## config.mk

```make
export PLATFORM = sky130hd
export DESIGN_NAME = apb_master_bridge
export DESIGN_NICKNAME = d
export VERILOG_FILES = /design/src/rtl/apb_master_bridge.sv
export SDC_FILE = /design/constraint.sdc
export NUM_CORES = 1
export LEC_CHECK = 0
export BUFFER_PORTS_ARGS = -buffer_cell sky130_fd_sc_hd__clkbuf_2
export CAP_MARGIN = 20
export CORE_MARGIN = 5
export CORE_UTILIZATION = 50
export CTS_CLUSTER_SIZE = 24
export DETAILED_ROUTE_END_ITERATION = 8
export HOLD_SLACK_MARGIN = 0.03
export PLACE_DENSITY = 0.95
export RECOVER_POWER = 50
export SYNTH_ARGS = -nofsm -noshare
export SYNTH_HDL_FRONTEND = slang
export SYNTH_SLANG_ARGS = --single-unit
```

## constraint.sdc

```tcl
create_clock -name clk -period 3.57 [get_ports clk]
set_input_delay 0.1785 -clock clk [delete_from_list [all_inputs] [get_ports clk]]
set_output_delay 0.1785 -clock clk [all_outputs]
set_load 0.01 [all_outputs]
```

## src/rtl/apb_master_bridge.sv

```systemverilog
// Core req/gnt/rvalid to APB master bridge. One transfer is outstanding at a time,
// and a pready timeout stops a hung slave from stalling the initiator.
module apb_master_bridge #(
  parameter int APB_ADDR_WIDTH = 32,
  parameter int APB_DATA_WIDTH = 32,
  parameter int TIMEOUT_CYCLES = 255
) (
  input  logic                      clk,
  input  logic                      rst_n,
  input  logic                      req_i,
  input  logic [APB_ADDR_WIDTH-1:0] addr_i,
  input  logic                      we_i,
  input  logic [APB_DATA_WIDTH-1:0] wdata_i,
  output logic                      gnt_o,
  output logic                      rvalid_o,
  output logic [APB_DATA_WIDTH-1:0] rdata_o,
  output logic                      err_o,
  output logic                      timeout_o,
  output logic [APB_ADDR_WIDTH-1:0] paddr_o,
  output logic [APB_DATA_WIDTH-1:0] pwdata_o,
  output logic                      pwrite_o,
  output logic                      psel_o,
  output logic                      penable_o,
  input  logic [APB_DATA_WIDTH-1:0] prdata_i,
  input  logic                      pready_i,
  input  logic                      pslverr_i
);

  localparam int CW = (TIMEOUT_CYCLES < 1) ? 1 : $clog2(TIMEOUT_CYCLES + 1);
  localparam logic [CW-1:0] CNT_LAST = (TIMEOUT_CYCLES < 1) ? '0 : CW'(TIMEOUT_CYCLES - 1);
  localparam bit TO_EN = (TIMEOUT_CYCLES != 0);

  typedef enum logic [1:0] {
    IDLE   = 2'd0,
    SETUP  = 2'd1,
    ACCESS = 2'd2
  } state_t;

  state_t          state_q;
  state_t          state_d;
  logic [CW-1:0]   cnt_q;
  logic            grant;
  logic            done;
  logic            expire;

  // Handshake: a request is accepted in the cycle req_i && gnt_o; the response is
  // the single cycle with rvalid_o high, where rdata_o/err_o are valid (0 otherwise).
  assign grant  = (state_q == IDLE) && req_i;
  assign done   = (state_q == ACCESS) && pready_i;
  assign expire = TO_EN && (state_q == ACCESS) && !pready_i && (cnt_q == CNT_LAST);

  always_ff @(posedge clk or negedge rst_n) begin
    if (!rst_n) begin
      state_q <= IDLE;
    end else begin
      state_q <= state_d;
    end
  end

  always_comb begin
    state_d = state_q;
    case (state_q)
      IDLE:    if (req_i) state_d = SETUP;
      SETUP:   state_d = ACCESS;
      ACCESS:  if (done || expire) state_d = IDLE;
      default: state_d = IDLE;
    endcase
  end

  // Bus strobes decode straight from the state register so reset drops them at once.
  always_comb begin
    gnt_o     = 1'b0;
    psel_o    = 1'b0;
    penable_o = 1'b0;
    case (state_q)
      IDLE:    gnt_o = req_i && rst_n;
      SETUP:   psel_o = 1'b1;
      ACCESS: begin
        psel_o    = 1'b1;
        penable_o = 1'b1;
      end
      default: ;
    endcase
  end

  always_ff @(posedge clk or negedge rst_n) begin
    if (!rst_n) begin
      paddr_o  <= '0;
      pwdata_o <= '0;
      pwrite_o <= 1'b0;
    end else if (grant) begin
      paddr_o  <= addr_i;
      pwdata_o <= wdata_i;
      pwrite_o <= we_i;
    end
  end

  // Wait-state counter: cleared in SETUP, saturates rather than wrapping.
  always_ff @(posedge clk or negedge rst_n) begin
    if (!rst_n) begin
      cnt_q <= '0;
    end else if (state_q == SETUP) begin
      cnt_q <= '0;
    end else if ((state_q == ACCESS) && !pready_i && (cnt_q != {CW{1'b1}})) begin
      cnt_q <= cnt_q + 1'b1;
    end
  end

  always_ff @(posedge clk or negedge rst_n) begin
    if (!rst_n) begin
      rvalid_o  <= 1'b0;
      err_o     <= 1'b0;
      rdata_o   <= '0;
      timeout_o <= 1'b0;
    end else begin
      rvalid_o  <= done || expire;
      err_o     <= done ? pslverr_i : expire;
      rdata_o   <= (done && !pwrite_o) ? prdata_i : '0;
      timeout_o <= expire;
    end
  end

endmodule

```

==> results.yml, run 1 <==
status:
  status: "complete, but fails checks"
  violations: "capacitance limit, slew limit"
worst_setup_path:
  critPathKind: "input pin to output port"
  critPathArrivalTime_ps: 2330
  cp_slowest_cell: "clkbuf_1"
  end_kind: "output port"
  r2r-start: "state_q[0]"
  crit_fanout: 30
  path_cells: "dlygate4sd3_1 -> clkbuf_1 -> and3_1 -> clkbuf_2"
  crit_cells: 4
  cp_top_family: "buffers and inverters"
  reg2reg_depth: 5
  cp-start-kind: "input pin"
  worstSetupStartpoint: "rst_n"
  max_stage_delay_ps: 1150
  critical_path_required_ps: 3390
  worst-path-buf-inv: 3
global_routing:
  grtUsageTotal_pct: 21.7
  grt_first_pass_wirelength_um: 19200
  grt_max_degree: 47
  globalRouteOverflowTotal: 0
  antenna_found_initial: 0
  grt_pass1_vias: 3650
floorplanning:
  core_area_mm2: 0.00872
  dieWidth_um: 105
  die_y_um: 105
  start_util_pct: 51.5
  ios: 205
  die-area_mm2: 0.0110
  num_rows: 34
cts:
  cts_setup_buffers: 0
  cts_tree: "done"
  cts.htree.levels: 3
  cts.sinks: 110
  cts-resized-gates: 0
  path_clk_slew_ps: 110
  root_buffer: "clkbuf_8"
  clkLatencyLatePin_ps: 350
  cts_max_path_buffers: 2
  cts_made_buffers: 9
finish:
  antenna_cells: 0
  area_growth_pct: 37.4
  drive_gt1_share_pct: 35.8
  n_fill_cell: 647
  finalNetCount: 654
route:
  wl_met2_um: 6890
  dr.first_iter.drc_count: 111
  drtAntennaViolNets: 0
  dr_wl_met3_um: 844
  drcViolationCount: 0
  top_layer_used: "met4"
  wirelength_um: 12400
  first_pass_iters: 4
  wl_per_cell_um: 18.9
  drt-met1-wl_um: 4520
  dr_total_vias: 3357
  vias_per_cell: 5.09
sta:
  tightest_slew_ps: 1580
  fin_tns_setup_ps: 0
  rsz0062_at_grt: "false"
  slew_violations: 31
  setup_viol: 0
  min_period_ps: 2510
  period_share_pct: 70.4
  finalHoldViolations: 0
  max_clock_freq_mhz: 398
  finClkSkew_ps: 7.15
  slew_headroom_pct: -5.14
min_path:
  holdCritPathClass: "input pin to register"
  hold_start: "wdata_i[4]"
  hold_depth: 2
yosys:
  synth_seq_cells: 110
  ys_warn_count: 0
  synth_cell_types: 37
  ys_seq_area_share_pct: 61.2
  async_flop_share_pct: 100
  synth_cells: 291
  synth_fp_nets: 399
  synth_edf_count: 0
  syn_area_mm2: 0.00449
  syn_avg_cell_area_um2: 15.4
  ys.flop_type: "dfrtp_1"
placed_design:
  routabilityCongestion: 0.827
  dp_hpwl_um: 8520
  io_buffers: 204
run:
  maxCapViolCount: 1
power:
  total_power_mw: 4.47
  irDropWorstVdd_v: 0.000506
  static-leakage-power_nw: 3.09
  power_density_mw_per_mm2: 724
-- metal layers --
layer / global-route usage, % / up-vias
met2: 39.8 / 143
met1: 24.6 / 1685
met5: 0 / -
li1: - / 1513
met4: 6.21 / 0
met3: 6.17 / 16
-- layout make-up --
cell class	count	area, µm²	share of cell area (%)
Sequential cell	110	2750	44.6
Multi-Input combinational cell	163	1630	26.3
Timing Repair Buffer	257	1430	23.1
Clock buffer	11	151	2.45
Tap cell	108	135	2.19
Clock inverter	5	63.8	1.03
Inverter	5	18.8	0.304
-- final timing paths --
kind / endpoint / slack, ps
setup / recovery: gnt_o / 1060
setup reg to reg: pwdata_o[31] / 1450
min in group asynchronous: paddr_o[29] / 780
hold reg to reg: paddr_o[21] / 520
max in group asynchronous: rdata_o[30] / 1460
hold / removal: pwdata_o[4] / 50
-- Yosys cell counts, types with 4 or more instances --
cell,instances,area share (%)
dfrtp_1,110,61
nor2_1,4,0.33
and2_1,33,4.6
a21oi_1,5,0.56
mux2_2,15,3.8
inv_1,5,0.42
buf_6,7,1.8
a31oi_1,4,0.56
ha_1,6,1.7
mux2_4,52,17
nand3_1,5,0.56
-- power breakdown --
group | switching (mW) | total (mW) | internal [mW]
registers | 0.268 | 1.94 | 1.67
logic | 0.837 | 1.74 | 0.902
clock network | 0.421 | 0.792 | 0.371
-- metrics by stage --
step	instances	instance area [µm²]	utilization [%]	setup WS, ps	hold WS, ps
floorplan	291	4490	-	2050	-117
global placement	594	5600	64.2	1610	123
detailed placement	594	5600	64.2	1510	125
CTS	647	6180	70.9	1500	30.7
global route	659	6170	70.8	739	29.9
finish	659	6170	70.8	1060	48.4
-- sequential cells by signal, indices dropped and copies added (netlist names) --
name / cells
timeout_o: 1
err_o: 1
rvalid_o: 1
state_q: 2
pwdata_o: 32
pwrite_o: 1
cnt_q: 8
rdata_o: 32
paddr_o: 32
-- cell families after synthesis --
group | after synthesis | share of synthesized area [%]
AOI/OAI and AO/OA | 17 | 2.87
adders and majority gates | 6 | 1.67
buffers and inverters | 18 | 2.81
DFF | 110 | 61.2
muxes | 67 | 21.1
and+or+nand+nor | 73 | 10.3
-- what timing repair did --
| action | CTS | global route |
|---|---|---|
| hold buffers | 37 | 12 |
| setup endpoints to repair | 0 | 0 |
| hold endpoints to repair | 63 | 12 |
-- placed cells by master, fill, tap and decap left out, types with 2 or more instances in the layout --
| cell | count |
|---|---|
| a21oi_1 | 5 |
| a31oi_1 | 4 |
| and2_1 | 33 |
| and3_1 | 3 |
| and3b_1 | 2 |
| and4_1 | 3 |
| buf_4 | 3 |
| clkbuf_1 | 101 |
| clkbuf_2 | 103 |
| clkbuf_8 | 11 |
| dfrtp_1 | 110 |
| dlygate4sd3_1 | 49 |
| ha_1 | 6 |
| inv_1 | 5 |
| inv_6 | 3 |
| mux2_2 | 15 |
| mux2_4 | 52 |
| nand2_1 | 2 |
| nand2b_1 | 2 |
| nand3_1 | 5 |
| nand4_1 | 3 |
| nor2_1 | 3 |
| nor2b_1 | 3 |
| nor3_1 | 3 |
| nor3b_1 | 2 |
| o211ai_1 | 2 |
Power figures use the tool's default switching activity.
==> run 2, diff against run 1 <==
--- a/config.mk
+++ b/config.mk
@@ -8,11 +8,11 @@
 export BUFFER_PORTS_ARGS = -buffer_cell sky130_fd_sc_hd__clkbuf_2
 export CAP_MARGIN = 20
 export CORE_MARGIN = 5
-export CORE_UTILIZATION = 50
+export CORE_UTILIZATION = 42
 export CTS_CLUSTER_SIZE = 24
 export DETAILED_ROUTE_END_ITERATION = 8
 export HOLD_SLACK_MARGIN = 0.03
-export PLACE_DENSITY = 0.95
+export PLACE_DENSITY = 0.87
 export RECOVER_POWER = 50
 export SYNTH_ARGS = -nofsm -noshare
 export SYNTH_HDL_FRONTEND = slang
==> constraint.sdc (replaced) <==
create_clock -name clk -period 2.22 [get_ports clk]
set_input_delay 0.111 -clock clk [delete_from_list [all_inputs] [get_ports clk]]
set_output_delay 0.111 -clock clk [all_outputs]
set_load 0.01 [all_outputs]
==> results.yml, run 2 (same netlist as run 1, synthesis figures left out) <==
finish:
  design_area_mm2: 0.00677
  antenna_cells: 0
  area_growth_pct: 50.7
  multiInputGateArea_mm2: 0.00162
  mostFrequentLayoutCells: "clkbuf_2, dfrtp_1, dlygate4sd3_1"
  drive_gt1_share_pct: 40.7
  reg_top3: "paddr_o x32, pwdata_o x32, rdata_o x32"
  register_area_mm2: 0.00275
  n_fill_cell: 772
  layout_commonest_cell: "clkbuf_2"
  finalNetCount: 703
placed_design:
  dp_hpwl_um: 8200
  io_buffers: 204
  routabilityCongestion: 0.855
  placed_area_mm2: 0.00566
  place_ws_ps: 353
cts:
  root_buffer: "clkbuf_8"
  cts_max_path_buffers: 2
  path_clk_slew_ps: 100
  cts_made_buffers: 9
  cts_tree: "done"
  cts.htree.levels: 3
  cts.sinks: 110
  clkLatencyLatePin_ps: 370
  cts-resized-gates: 0
floorplanning:
  num_rows: 37
  die_y_um: 113
  start_util_pct: 43.3
  core_area_mm2: 0.0104
  die-area_mm2: 0.0129
  ios: 205
  dieWidth_um: 113
global_routing:
  grt_first_pass_wirelength_um: 20300
  grt_pass1_vias: 4039
  grt_max_degree: 111
  antenna_found_initial: 0
  globalRouteOverflowTotal: 0
  grtUsageTotal_pct: 20.0
sta:
  period_share_pct: 84.8
  rsz0062_at_grt: "false"
  max_clock_freq_mhz: 531
  min_period_ps: 1880
  finClkSkew_ps: 12.0
  slew_violations: 0
  fin_hold_ws_ps: 59.9
  tightest_slew_ps: 1460
  setup_viol: 0
  slew_headroom_pct: 2.84
  fin_tns_setup_ps: 0
  finalHoldViolations: 0
  setup_ws_ps: 336
route:
  dr_total_vias: 3582
  first_pass_iters: 4
  drcViolationCount: 0
  dr.first_iter.drc_count: 220
  wl_per_cell_um: 17.7
  vias_per_cell: 4.87
  wirelength_um: 13000
  drtAntennaViolNets: 0
worst_setup_path:
  worst-path-buf-inv: 2
  cp-start-kind: "register"
  critical_path_required_ps: 2470
  cp_top_family: "flip-flops"
  crit_fanout: 24
  end_kind: "register"
  cp_slowest_cell: "dfrtp_1"
  path_cells: "inv_1 -> ha_1 -> nand2_4 -> buf_12 -> mux2_2"
  max_stage_delay_ps: 410
  critPathArrivalTime_ps: 2130
  critPathKind: "register to register"
power:
  static-leakage-power_nw: 3.45
  irDropWorstVdd_v: 0.000511
  total_power_mw: 7.42
  power_density_mw_per_mm2: 1100
status:
  status: "completed"
min_path:
  holdCritPathClass: "input pin to register"
run:
  maxCapViolCount: 0
run 2: changes by cell type in the layout (fill, tap and decap cells not counted), sizes merged:
cell         change
dlygate4sd3     +49
inv              -2
bufinv           +1
clkinv           +1
run 2: power breakdown:
part / switching [mW] / total (mW) / internal [mW]
Combinational: 1.35 / 2.99 / 1.64
Clock: 0.664 / 1.30 / 0.640
Sequential: 0.440 / 3.13 / 2.69
Total: 2.46 / 7.42 / 4.97
run 2: per-layer routing:
| metal | vias up | GRT usage [%] | wire [µm] |
|---|---|---|---|
| met3 | 39 | 5.04 | 912 |
| met2 | 179 | 35.8 | 6710 |
| met4 | 0 | 9.62 | 493 |
| met5 | - | 0 | 0 |
| li1 | 1612 | - | - |
| met1 | 1752 | 22.2 | 4890 |
run 2: path summary, 6_finish.rpt:
check | slack (ps) | start | cells after the start | endpoint
max in group asynchronous | 500 | rst_n | 3 | pwdata_o[14]
min reg2reg | 520 | pwdata_o[5] | 1 | pwdata_o[5]
max reg2reg | 340 | state_q[0] | 5 | pwdata_o[11]
min | 60 | pslverr_i | 4 | err_o
min in group asynchronous | 810 | rst_n | 3 | paddr_o[29]
max | 340 | state_q[0] | 5 | pwdata_o[11]
run 2: area by class of cell:
type / instances / share of cell area [%]
clock buffers: 11 / 1.94
clock inverters: 5 / 1.20
inverters: 5 / 0.277
multi-input cells: 163 / 24.0
flip-flops and latches: 110 / 40.6
well taps: 136 / 2.51
repair buffers: 306 / 29.5
run 2: repair_timing:
action	4_1_cts	5_1_grt
hold buffers	98	0
hold endpoints to repair	207	0
setup buffers	0	0
run 2: per-stage QoR:
| step | cells | utilization (%) |
|---|---|---|
| floorplan | 291 | - |
| global placement | 622 | 54.5 |
| detailed placement | 622 | 54.5 |
| CTS | 736 | 66.0 |
| global route | 736 | 65.3 |
| finish | 736 | 65.3 |
run 2: worst reg2reg max path: cells and delay by family, from the launching register on:
| kind | cells | cell delay [ps] |
|---|---|---|
| mux | 1 | 360 |
| flops | 1 | 410 |
| fa+ha+maj | 1 | 290 |
| simple gates | 1 | 340 |
| buf+inv | 2 | 370 |
